[config.mk]
export PLATFORM = sky130hd
export DESIGN_NAME = if_fetch_unit
export DESIGN_NICKNAME = d
export VERILOG_FILES = /design/src/rtl/if_fetch_unit.sv
export SDC_FILE = /design/constraint.sdc
export NUM_CORES = 1
export LEC_CHECK = 0
export ABC_AREA = 1
export BUFFER_PORTS_ARGS = -buffer_cell sky130_fd_sc_hd__buf_2
export CAP_MARGIN = 20
export CORE_MARGIN = 2
export CORE_UTILIZATION = 40
export CTS_BUF_LIST = sky130_fd_sc_hd__clkbuf_8
export DETAILED_ROUTE_END_ITERATION = 12
export SLEW_MARGIN = 20
export SYNTH_ARGS = -nofsm -noshare
export SYNTH_HDL_FRONTEND = slang
export SYNTH_SLANG_ARGS = --single-unit
[constraint.sdc]
create_clock -name clk -period 5.8 [get_ports clk]
set_input_delay 0.29 -clock clk [delete_from_list [all_inputs] [get_ports clk]]
set_output_delay 0.29 -clock clk [all_outputs]
set_load 0.02 [all_outputs]
[src/rtl/if_fetch_unit.sv]
// Instruction fetch stage: PC, single-outstanding imem req/gnt/rvalid handshake,
// small instruction FIFO toward decode, and redirect flush with stale-response drop.
module if_fetch_unit #(
  parameter int              XLEN       = 32,
  parameter logic [XLEN-1:0] RESET_PC   = '0,
  parameter int              FIFO_DEPTH = 2
) (
  input  logic            clk,
  input  logic            rst,
  output logic            imem_req,
  output logic [XLEN-1:0] imem_addr,
  input  logic            imem_gnt,
  input  logic            imem_rvalid,
  input  logic [XLEN-1:0] imem_rdata,
  input  logic            redirect_valid,
  input  logic [XLEN-1:0] redirect_pc,
  output logic            inst_valid,
  input  logic            inst_ready,
  output logic [XLEN-1:0] inst,
  output logic [XLEN-1:0] inst_pc,
  output logic [4:0]      opcode
);

  localparam int PW = (FIFO_DEPTH > 1) ? $clog2(FIFO_DEPTH) : 1;
  localparam int CW = $clog2(FIFO_DEPTH + 1);
  localparam logic [CW:0] DEPTH_C = (CW + 1)'(FIFO_DEPTH);

  typedef enum logic [1:0] {
    IDLE = 2'd0,
    REQ  = 2'd1,
    WAIT = 2'd2
  } state_t;

  state_t          state_reg, state_next;
  logic [XLEN-1:0] pc_reg, pc_next;
  logic [XLEN-1:0] req_addr_reg, req_addr_next;
  logic            drop_reg, drop_next;
  logic [PW-1:0]   wr_ptr_reg, wr_ptr_next;
  logic [PW-1:0]   rd_ptr_reg, rd_ptr_next;
  logic [CW-1:0]   count_reg, count_next;

  logic            push;
  logic            pop;
  logic            fifo_valid;
  logic [CW:0]     count_after;
  logic [XLEN-1:0] redirect_aligned;

  logic [XLEN-1:0] ent_data [FIFO_DEPTH];
  logic [XLEN-1:0] ent_pc   [FIFO_DEPTH];

  assign fifo_valid       = (count_reg != '0);
  // A redirect in the same cycle as a handshake wins: the popped word is flushed anyway.
  assign pop              = fifo_valid && inst_ready && !redirect_valid;
  assign redirect_aligned = redirect_pc & ~(XLEN'(3));
  assign count_after      = {1'b0, count_reg} + (CW + 1)'(push) - (CW + 1)'(pop);

  always_comb begin
    state_next    = state_reg;
    pc_next       = pc_reg;
    req_addr_next = req_addr_reg;
    drop_next     = drop_reg;
    push          = 1'b0;
    imem_req      = 1'b0;
    imem_addr     = pc_reg;

    if (!rst) begin
      case (state_reg)
        IDLE: begin
          if (({1'b0, count_reg} < DEPTH_C) && !redirect_valid) begin
            imem_req      = 1'b1;
            imem_addr     = pc_reg;
            req_addr_next = pc_reg;
            if (imem_gnt) begin
              pc_next    = pc_reg + XLEN'(4);
              state_next = WAIT;
            end else begin
              state_next = REQ;
            end
          end
        end

        REQ: begin
          // Address stays on the bus even if a redirect moved pc; that grant is then stale.
          imem_req  = 1'b1;
          imem_addr = req_addr_reg;
          if (redirect_valid) drop_next = 1'b1;
          if (imem_gnt) begin
            if (!drop_reg && !redirect_valid) pc_next = pc_reg + XLEN'(4);
            state_next = WAIT;
          end
        end

        WAIT: begin
          if (imem_rvalid) begin
            if (drop_reg) begin
              drop_next = 1'b0;
            end else if (!redirect_valid) begin
              push = 1'b1;
            end
            state_next = IDLE;
            if ((count_after < DEPTH_C) && !redirect_valid) begin
              imem_req      = 1'b1;
              imem_addr     = pc_reg;
              req_addr_next = pc_reg;
              if (imem_gnt) begin
                pc_next    = pc_reg + XLEN'(4);
                state_next = WAIT;
              end else begin
                state_next = REQ;
              end
            end
          end else if (redirect_valid) begin
            drop_next = 1'b1;
          end
        end

        default: state_next = IDLE;
      endcase

      if (redirect_valid) pc_next = redirect_aligned;
    end
  end

  always_comb begin
    wr_ptr_next = wr_ptr_reg;
    rd_ptr_next = rd_ptr_reg;
    count_next  = count_reg;
    if (redirect_valid) begin
      wr_ptr_next = '0;
      rd_ptr_next = '0;
      count_next  = '0;
    end else begin
      if (push) wr_ptr_next = wr_ptr_reg + PW'(1);
      if (pop)  rd_ptr_next = rd_ptr_reg + PW'(1);
      count_next = count_reg + CW'(push) - CW'(pop);
    end
  end

  always_ff @(posedge clk) begin
    if (rst) begin
      state_reg    <= IDLE;
      pc_reg       <= RESET_PC;
      req_addr_reg <= RESET_PC;
      drop_reg     <= 1'b0;
      wr_ptr_reg   <= '0;
      rd_ptr_reg   <= '0;
      count_reg    <= '0;
    end else begin
      state_reg    <= state_next;
      pc_reg       <= pc_next;
      req_addr_reg <= req_addr_next;
      drop_reg     <= drop_next;
      wr_ptr_reg   <= wr_ptr_next;
      rd_ptr_reg   <= rd_ptr_next;
      count_reg    <= count_next;
    end
  end

  for (genvar gi = 0; gi < FIFO_DEPTH; gi++) begin : g_entry
    logic [XLEN-1:0] data_reg;
    logic [XLEN-1:0] epc_reg;

    always_ff @(posedge clk) begin
      if (push && (wr_ptr_reg == PW'(gi))) begin
        data_reg <= imem_rdata;
        epc_reg  <= req_addr_reg;
      end
    end

    assign ent_data[gi] = data_reg;
    assign ent_pc[gi]   = epc_reg;
  end

  assign inst_valid = fifo_valid;
  assign inst       = fifo_valid ? ent_data[rd_ptr_reg] : '0;
  assign inst_pc    = fifo_valid ? ent_pc[rd_ptr_reg] : '0;
  assign opcode     = inst[6:2];

endmodule

==> results of run 1 <==
## cell families (layout without fill, tap and decap cells)
logic type                 count (synthesis)  count (layout)  share of synthesized area [%]
buffers and inverters                    123             296                          6.291
other                                      1               4                        0.04228
muxes                                      2               2                         0.2539
xor gates and xnor gates                  12              12                          1.185
DFF                                      191             191                          57.10
adders and majority gates                  8               8                          1.213
AOI/OAI and AO/OA                        173             173                          12.10
and+or+nand+nor                          472             472                          21.81
## power by group through the flow
| stage | clock network, W | logic (W) | registers [W] |
|---|---|---|---|
| after global routing | 0.000875 | 0.000697 | 0.00171 |
| after global placement | 0 | 0.000604 | 0.00171 |
| final | 0.000797 | 0.000626 | 0.00169 |
| after CTS | 0.000813 | 0.000630 | 0.00169 |
| after floorplan | 0 | 0.000505 | 0.00168 |
| after detailed placement | 0 | 0.000617 | 0.00172 |
## placed cells by master, fill, tap and decap left out, types with 3 or more instances in the layout
cell           instances
inv_6                  3
a211oi_1               3
nand2_2                4
clkinvlp_4             4
buf_2                166
edfxtp_1             124
nor2_2                 6
inv_1                 61
nand3_1               39
a21oi_1              117
buf_4                  6
xor2_1                11
inv_2                  5
nor2_4                 8
a211oi_2              25
dfxtp_1               66
clkbuf_8              17
o21ai_1                5
nor2_1               126
nand2_1              277
conb_1                 4
ha_1                   7
clkinv_4               4
and2_1                 3
nand4_1                3
o21ai_0               19
dlygate4sd3_1         25
## layer usage
metal  global-route usage (%)  share of wire [%]
met5                        0                  0
met4                    5.467                1.4
met3                    3.261                4.2
met2                    28.74                 46
met1                    26.31                 48
## cells in the mapped netlist, types with 2 or more instances
cell type,instances,area [um2]
a211oi_2,25,312.8
o211ai_1,2,15.01
nand3_1,39,195.2
nor2_1,129,484.2
buf_2,7,35.03
o21ai_1,5,25.02
nand2_4,2,22.52
nand2_1,277,1040
mux2_1,2,22.52
and2_1,3,18.77
xor2_1,11,96.34
inv_4,2,12.51
clkbuf_1,30,112.6
a211oi_1,3,22.52
nand4_1,3,18.77
edfxtp_1,124,3724
o21ai_0,19,95.09
dfxtp_1,67,1341
buf_6,5,56.30
buf_1,2,7.510
ha_1,7,87.58
nor2_2,6,37.54
nand2_2,4,25.02
nor2_4,5,56.30
inv_1,60,225.2
buf_4,12,90.09
a21oi_1,117,585.6
inv_2,5,18.77
## path summary, 6_finish.rpt
kind / endpoint / startpoint / cells past startpoint / slack, ps
setup / recovery: imem_req / count_reg[1] / 14 / 1880
hold / removal: g_entry[1].data_reg[17] / imem_rdata[17] / 1 / 40
setup reg to reg: req_addr_reg[27] / count_reg[1] / 16 / 2140
hold reg to reg: g_entry[0].epc_reg[20] / req_addr_reg[20] / 0 / 500
## cell type report
| cell class | count | area share, % |
|---|---|---|
| sequential | 191 | 48.58 |
| multi-input combinational | 671 | 31.46 |
| timing repair buffer | 197 | 10.80 |
| tap | 280 | 3.359 |
| inverter | 67 | 2.459 |
| clock buffer | 17 | 2.244 |
| clock inverter | 15 | 1.104 |
## critical path, delay by kind of cell, from the launching register on
family                   cells  cell delay (ps)
buffers and inverters        5             1030
adder cells (fa/ha/maj)      3              920
AND/OR/NAND/NOR              5              630
flip-flops                   1              390
AO/OA/AOI/OAI                1              200
## per-stage QoR
step	instances	power [W]
global placement	1381	0.002318
detailed placement	1381	0.002340
global route	1438	0.003285
finish	1438	0.003116
floorplan	985	0.002189
CTS	1432	0.003135
## what timing repair did
item	4_1_cts	5_1_grt
hold buffers	19	6
hold endpoints to repair	37	10
gates resized for setup	0	0
buffers inserted	0	0
==> flow_summary.toml, run 1 <==
[cells_and_area]
synthToLayoutAreaGrowth_pct = 17.58
finalNetCount = 1223
design_area_um2 = 10430
utilization_pct = 47.79
largest_register_ffs = 64
antenna_cells = 0
drive_above_1_share_pct = 22.19
fillers = 2146
seqCellArea_um2 = 5066
multi_input_area_um2 = 3281

[placed_design]
gp_congestion = 0.9135
preCtsSetupSlack_ps = 2107
dp_hpwl_um = 14480
post_dp_cell_area_um2 = 9829
portBuffers = 166

[detailed_routing]
routed_wl_um = 21650
drt-pass1-iter-count = 5
antenna_left = 0
viasPerCell = 4.861
wl_per_cell_um = 15.05
route.detailed.drc = 0
dr_total_vias = 6990
dr.first_iter.drc_count = 589

[global_route]
antenna_found_initial = 0
grt_pass1_vias = 6377
gr-total-overflow = 0
track_usage_pct = 18.40
grt_pass1_wl_um = 34130
grt_max_degree = 66

[clock_tree]
cts-root-buf = "clkbuf_8"
tritoncts = "built"
htreeDepth = 4
clock_sinks = 191
clock_latency_ps = 460
path_clk_slew_ps = 100
cts-buffers-inserted = 17
clock_path_buffers = 2

[floorplanning]
die_y_um = 152.9
core_um2 = 21820
die-area_um2 = 23380
rows = 54
io_pins = 173
initial_utilization_pct = 40.64
die_w_um = 152.9

[sta]
fin_ws_ps = 1880
rsz0062_at_grt = "no"
slew_headroom_pct = 33.28
layout_min_cycle_time_ps = 3920
finalHoldViolations = 0
holdWs_ps = 40.41
worst_clock_skew_ps = 12.80
drv_slew = 0
post-route-period-util_pct = 67.59
tightest_slew_ps = 1001
fin_tns_setup_ps = 0
setup_violations = 0
fmax_mhz = 255.1

[power]
p_seq_share_pct = 54.3
p_int_w = 0.002096
p_leak_nw = 4.265
switching_share_pct = 32.72
irDropWorstVdd_mv = 0.1397
p_clk_share_pct = 25.6
combPwrFrac_pct = 20.1
switching_power_w = 0.001020
power.density_nw_per_um2 = 298.8

[worst_hold_path]
hold_path_class = "in2reg"

[synth]
yosysSeqAreaShare_pct = 57.10
synth_edf_count = 124
ys.flop_type = "edfxtp_1"
ys_seq_elements = 191
syn_inst = 982
syn_area_um2 = 8870
ys_types = 37
yosysWarnings = 0
synth-async-reset-ratio_pct = 0
syn_area_per_cell_um2 = 9.032

[worst_setup_path]
slowest_stage = "buf_4"
cpPeakStageDelay_ps = 560
required_ps = 5510
crit_path_start_kind = "flip-flop"
arrival_ps = 3630
cp_max_fo = 63
crit_type = "reg2out"
cp_cell_sequence = "nor2_4 > buf_4 > inv_1 > nand2_1 > nor2_1 > ha_1 > inv_1 > ha_1 > fa_1 > inv_1 > nand4_1 > o221ai_1 > nor3b_1 > buf_2"
crit_path_end_kind = "primary output"
cp_common_cell = "inv_1"

[run_status]
status = "complete, no violations"

[job]
max_cap_viol_count = 0
Power figures use the tool's default switching activity.
==> run 2: changes to the inputs <==
clock period = 3.6 ns   (was 5.8 ns; I/O delays follow)
==> flow_summary.toml, run 2 (synthesis gave the netlist of run 1 again) <==
[sta]
finalHoldViolations = 0
slew_headroom_pct = 41.04
setup_violations = 0
worst_clock_skew_ps = 14.76
post-route-period-util_pct = 92.44
layout_min_cycle_time_ps = 3328
drv_slew = 0
fmax_mhz = 300.5
holdWs_ps = 32.66
tightest_slew_ps = 884.4

[detailed_routing]
route.detailed.drc = 0
wl_per_cell_um = 14.96
drt-pass1-iter-count = 5
dr.first_iter.drc_count = 616
antenna_left = 0
routed_wl_um = 21800
dr_total_vias = 7038
viasPerCell = 4.830

[job]
max_cap_viol_count = 0

[cells_and_area]
drive_above_1_share_pct = 23.11
antenna_cells = 0
fin_cells = 1457
finalNetCount = 1242
layout_common_cells = "nand2_1, buf_2, nor2_1"
mostFrequentLayoutCell = "nand2_1"
largest_register_ffs = 64
synthToLayoutAreaGrowth_pct = 20.27
fillers = 2108

[worst_setup_path]
crit_path_end_kind = "primary output"
required_ps = 3420
cp_max_fo = 7
crit_type = "reg2out"
crit_path_start_kind = "flip-flop"
arrival_ps = 3150

[global_route]
antenna_found_initial = 0
track_usage_pct = 18.80
gr-total-overflow = 0
grt_max_degree = 66
grt_pass1_wl_um = 34980
grt_util_met3_pct = 3.856
use_met1_pct = 25.96
grt.busiest_layer = "met2"
use_met2_pct = 30.45
grt_pass1_vias = 6604

[floorplanning]
die-area_um2 = 23380
die_w_um = 152.9
die_y_um = 152.9
core_um2 = 21820
initial_utilization_pct = 40.64
rows = 54
io_pins = 173

[clock_tree]
clock_sinks = 191
path_clk_slew_ps = 110
post-cts-setup-buffers = 0
htreeDepth = 4
clock_path_buffers = 2
cts-buffers-inserted = 17
cts-root-buf = "clkbuf_8"
clock_latency_ps = 460
tritoncts = "built"

[worst_hold_path]
hold_path_class = "in2reg"

[power]
p_leak_nw = 4.369
power.density_nw_per_um2 = 480.9
irDropWorstVdd_mv = 0.2750

[placed_design]
dp.cells = 1388
gp_congestion = 0.8736
portBuffers = 166
dp_hpwl_um = 14570

[run_status]
status = "complete, no violations"
run 2: cell count changes in the layout (fill, tap and decap cells not counted), sizes merged:
cell	delta
buf	+7
clkbuf	+2
clkinv	-1
dlygate4sd3	+12
inv	-1
run 2: report_power, final:
part	switching, W	internal [W]	leakage (nW)	total, W
Combinational	0.000690	0.000387	2.52	0.00108
Sequential	0.000174	0.00256	1.68	0.00273
Clock	0.000795	0.000528	0.177	0.00132
run 2: through the flow:
step / TNS, ps / area (um2) / total power, W / util, % / setup slack, ps
2_1_floorplan: 0 / 8886 / 0.003526 / - / 591.2
3_3_place_gp: 0 / 9894 / 0.003780 / 45.34 / 214.1
3_5_place_dp: 0 / 9897 / 0.003809 / 45.35 / 185.8
4_1_cts: 0 / 10640 / 0.005160 / 48.75 / 17.95
5_1_grt: -16.25 / 10670 / 0.005410 / 48.88 / -16.25
6_report: 0 / 10670 / 0.005130 / 48.88 / 272.0
run 2: worst paths after layout:
kind,start,to,slack (ps),depth (start not counted)
setup / recovery,state_reg[1],imem_req,270,13
hold / removal,redirect_pc[31],pc_reg[31],30,5
setup reg to reg,state_reg[1],pc_reg[15],320,15
hold reg to reg,req_addr_reg[9],g_entry[1].epc_reg[9],470,0
run 2: worst max-delay path, cell delays in order (launching register included):
cell	delay, ps
dfxtp_1	430
ha_4	200
nand2_1	100
nor2_2	130
nand2_2	110
ha_1	310
inv_1	40
ha_1	180
fa_1	420
inv_1	110
nand4_1	140
o221ai_2	170
nor3b_2	180
buf_4	160
run 2: layout make-up:
type                            instances  area, um2  share of cell area [%]
Clock buffer                           19      261.5                   2.451
Clock inverter                         13      107.6                   1.009
Inverter                               67      259.0                   2.428
Multi-Input combinational cell        671       3309                   31.02
Sequential cell                       191       5066                   47.49
Tap cell                              280      350.3                   3.284
Timing Repair Buffer                  216       1314                   12.32
run 2: routing by layer:
layer	vias up	share of wire [%]
met2	195	46
met5	-	0
met1	3213	48
li1	3610	-
met3	20	4.7
met4	0	1.1
run 2: repair_timing:
item / CTS / global route
hold buffers: 37 / 0
gates resized for setup: 1 / 7
pin swaps: 0 / 1
hold endpoints to repair: 68 / 0
setup endpoints to repair: 1 / 10
==> run 3: changes to the inputs <==
--- a/config.mk
+++ b/config.mk
@@ -13,4 +13,5 @@
 export CTS_BUF_LIST = sky130_fd_sc_hd__clkbuf_8
 export DETAILED_ROUTE_END_ITERATION = 12
+export SETUP_SLACK_MARGIN = 0.02
 export SLEW_MARGIN = 20
 export SYNTH_ARGS = -nofsm -noshare
==> constraint.sdc (replaced) <==
create_clock -name clk -period 3.8 [get_ports clk]
set_input_delay 0.38 -clock clk [delete_from_list [all_inputs] [get_ports clk]]
set_output_delay 0.38 -clock clk [all_outputs]
set_load 0.02 [all_outputs]
==> flow_summary.toml, run 3 (synthesis gave the netlist of run 1 again) <==
[floorplanning]
die_w_um = 152.9
die-area_um2 = 23380
initial_utilization_pct = 40.64
core_um2 = 21820
die_y_um = 152.9
io_pins = 173
rows = 54

[sta]
fin_tns_setup_ps = 0
worst_clock_skew_ps = 15.46
tightest_slew_ps = 899.2
post-route-period-util_pct = 93.16
rsz0062_at_grt = "no"
slew_headroom_pct = 40.06
finalHoldViolations = 0
fmax_mhz = 282.5
setup_violations = 0
layout_min_cycle_time_ps = 3540
drv_slew = 0

[worst_setup_path]
r2r_end = "pc_reg[16]"
r2r_start = "state_reg[1]"
crit_type = "reg2out"
cpPeakStageDelay_ps = 440
required_ps = 3420
r2r_slack_ps = 580
cp_cell_sequence = "ha_4 > nand2_1 > nor2_2 > nand2_2 > ha_1 > inv_1 > ha_1 > fa_1 > inv_1 > nand4_1 > o221ai_1 > nor3b_2 > buf_4"
crit_path_start_kind = "flip-flop"
arrival_ps = 3160
slowest_stage = "fa_1"
crit_path_end_kind = "primary output"
rr_worst_depth = 15
cp-startpoint = "state_reg[1]"
cp_max_fo = 7

[run_status]
status = "complete, no violations"

[clock_tree]
post-cts-setup-buffers = 0
clock_latency_ps = 460
clock_sinks = 191
tritoncts = "built"
path_clk_slew_ps = 100
holdBufCountCts = 0
clock_path_buffers = 2
cts-resized-gates = 2
htreeDepth = 4
cts-root-buf = "clkbuf_8"
cts-buffers-inserted = 17

[power]
switching_power_w = 0.001577
p_seq_share_pct = 52.2
irDropWorstVdd_mv = 0.2332
switching_share_pct = 31.82
combPwrFrac_pct = 19.6
p_int_w = 0.003379
p_leak_nw = 4.231
power.density_nw_per_um2 = 479.5
p_clk_share_pct = 28.2

[placed_design]
post_dp_cell_area_um2 = 9892
portBuffers = 166
dp.cells = 1386
dp_hpwl_um = 14580
gp_congestion = 0.8706

[cells_and_area]
antenna_cells = 0
synthToLayoutAreaGrowth_pct = 16.52
layout_common_cells = "nand2_1, buf_2, nor2_1"
mostFrequentLayoutCell = "nand2_1"
design_area_um2 = 10330
fillers = 2165
largest_register_ffs = 64
drive_above_1_share_pct = 23.64
fin_cells = 1418
finalNetCount = 1203

[detailed_routing]
routed_wl_um = 21730
antenna_left = 0
viasPerCell = 4.914
drt-pass1-iter-count = 5
dr.first_iter.drc_count = 477
route.detailed.drc = 0
dr_total_vias = 6968
wl_per_cell_um = 15.33

[global_route]
grt_pass1_vias = 6394
grt_pass1_wl_um = 34010
gr-total-overflow = 0
grt_max_degree = 66
antenna_found_initial = 0
track_usage_pct = 18.31

[worst_hold_path]
min-delay-start = "imem_rdata[30]"
hold_path_class = "in2reg"
min_path_cells = 1
worstHoldEndpoint = "g_entry[0].data_reg[30]"

[job]
max_cap_viol_count = 0
## run 3: cell count changes in the layout (fill, tap and decap cells not counted), sizes merged
cell | previous run | this run
clkinv | 5 | 3
dlygate4sd3 | 37 | 0
clkinvlp | 4 | 2
bufinv | 0 | 2
clkbuf | 19 | 18
buf | 179 | 177
inv | 71 | 74
## run 3: critical path, delay by kind of cell (launching register included)
family | cells | cell delay (ps)
compound gates | 1 | 170
buf+inv | 3 | 310
simple gates | 5 | 680
flops | 1 | 430
fa+ha+maj | 4 | 1120
## run 3: how the worst max path moves through the flow
stage | end | slack (ps) | cells past startpoint
global placement | pc_reg[15] | 370 | 16
detailed placement | pc_reg[16] | 340 | 16
finish | imem_req | 260 | 13
floorplan | imem_req | 620 | 12
global route | imem_req | 30 | 13
CTS | imem_req | 40 | 14
## run 3: area by class of cell
class,instances,area [um2],share of cell area [%]
multi-input combinational,671,3303,31.96
sequential,191,5066,49.02
clock inverter,14,170.2,1.646
timing repair buffer,177,940.9,9.104
tap,280,350.3,3.390
inverter,67,256.5,2.482
clock buffer,18,247.7,2.397
## run 3: power groups by stage
| stage | Sequential, W | Combinational, W | Clock [W] |
|---|---|---|---|
| after floorplan | 0.00257 | 0.000771 | 0 |
| after global placement | 0.00262 | 0.000950 | 0 |
| after detailed placement | 0.00263 | 0.000965 | 0 |
| after CTS | 0.00258 | 0.000972 | 0.00144 |
| after global routing | 0.00261 | 0.00108 | 0.00151 |
| final | 0.00258 | 0.000973 | 0.00140 |
## run 3: per-stage QoR
stage	setup slack, ps	power, W	hold slack (ps)	utilization (%)
6_report	260.1	0.004955	112.5	47.36
5_1_grt	25.67	0.005197	71.00	47.36
4_1_cts	43.83	0.004992	75.41	47.27
3_5_place_dp	344.4	0.003594	467.2	45.33
3_3_place_gp	372.5	0.003567	451.1	45.33
2_1_floorplan	622.5	0.003340	425.6	-
## run 3: routing by layer
layer	up-vias	share of wire, %	GRT usage [%]
met5	-	0	0
met2	191	46	29.13
met4	0	1.3	4.541
met3	24	4.7	3.431
li1	3534	-	-
met1	3219	48	25.98
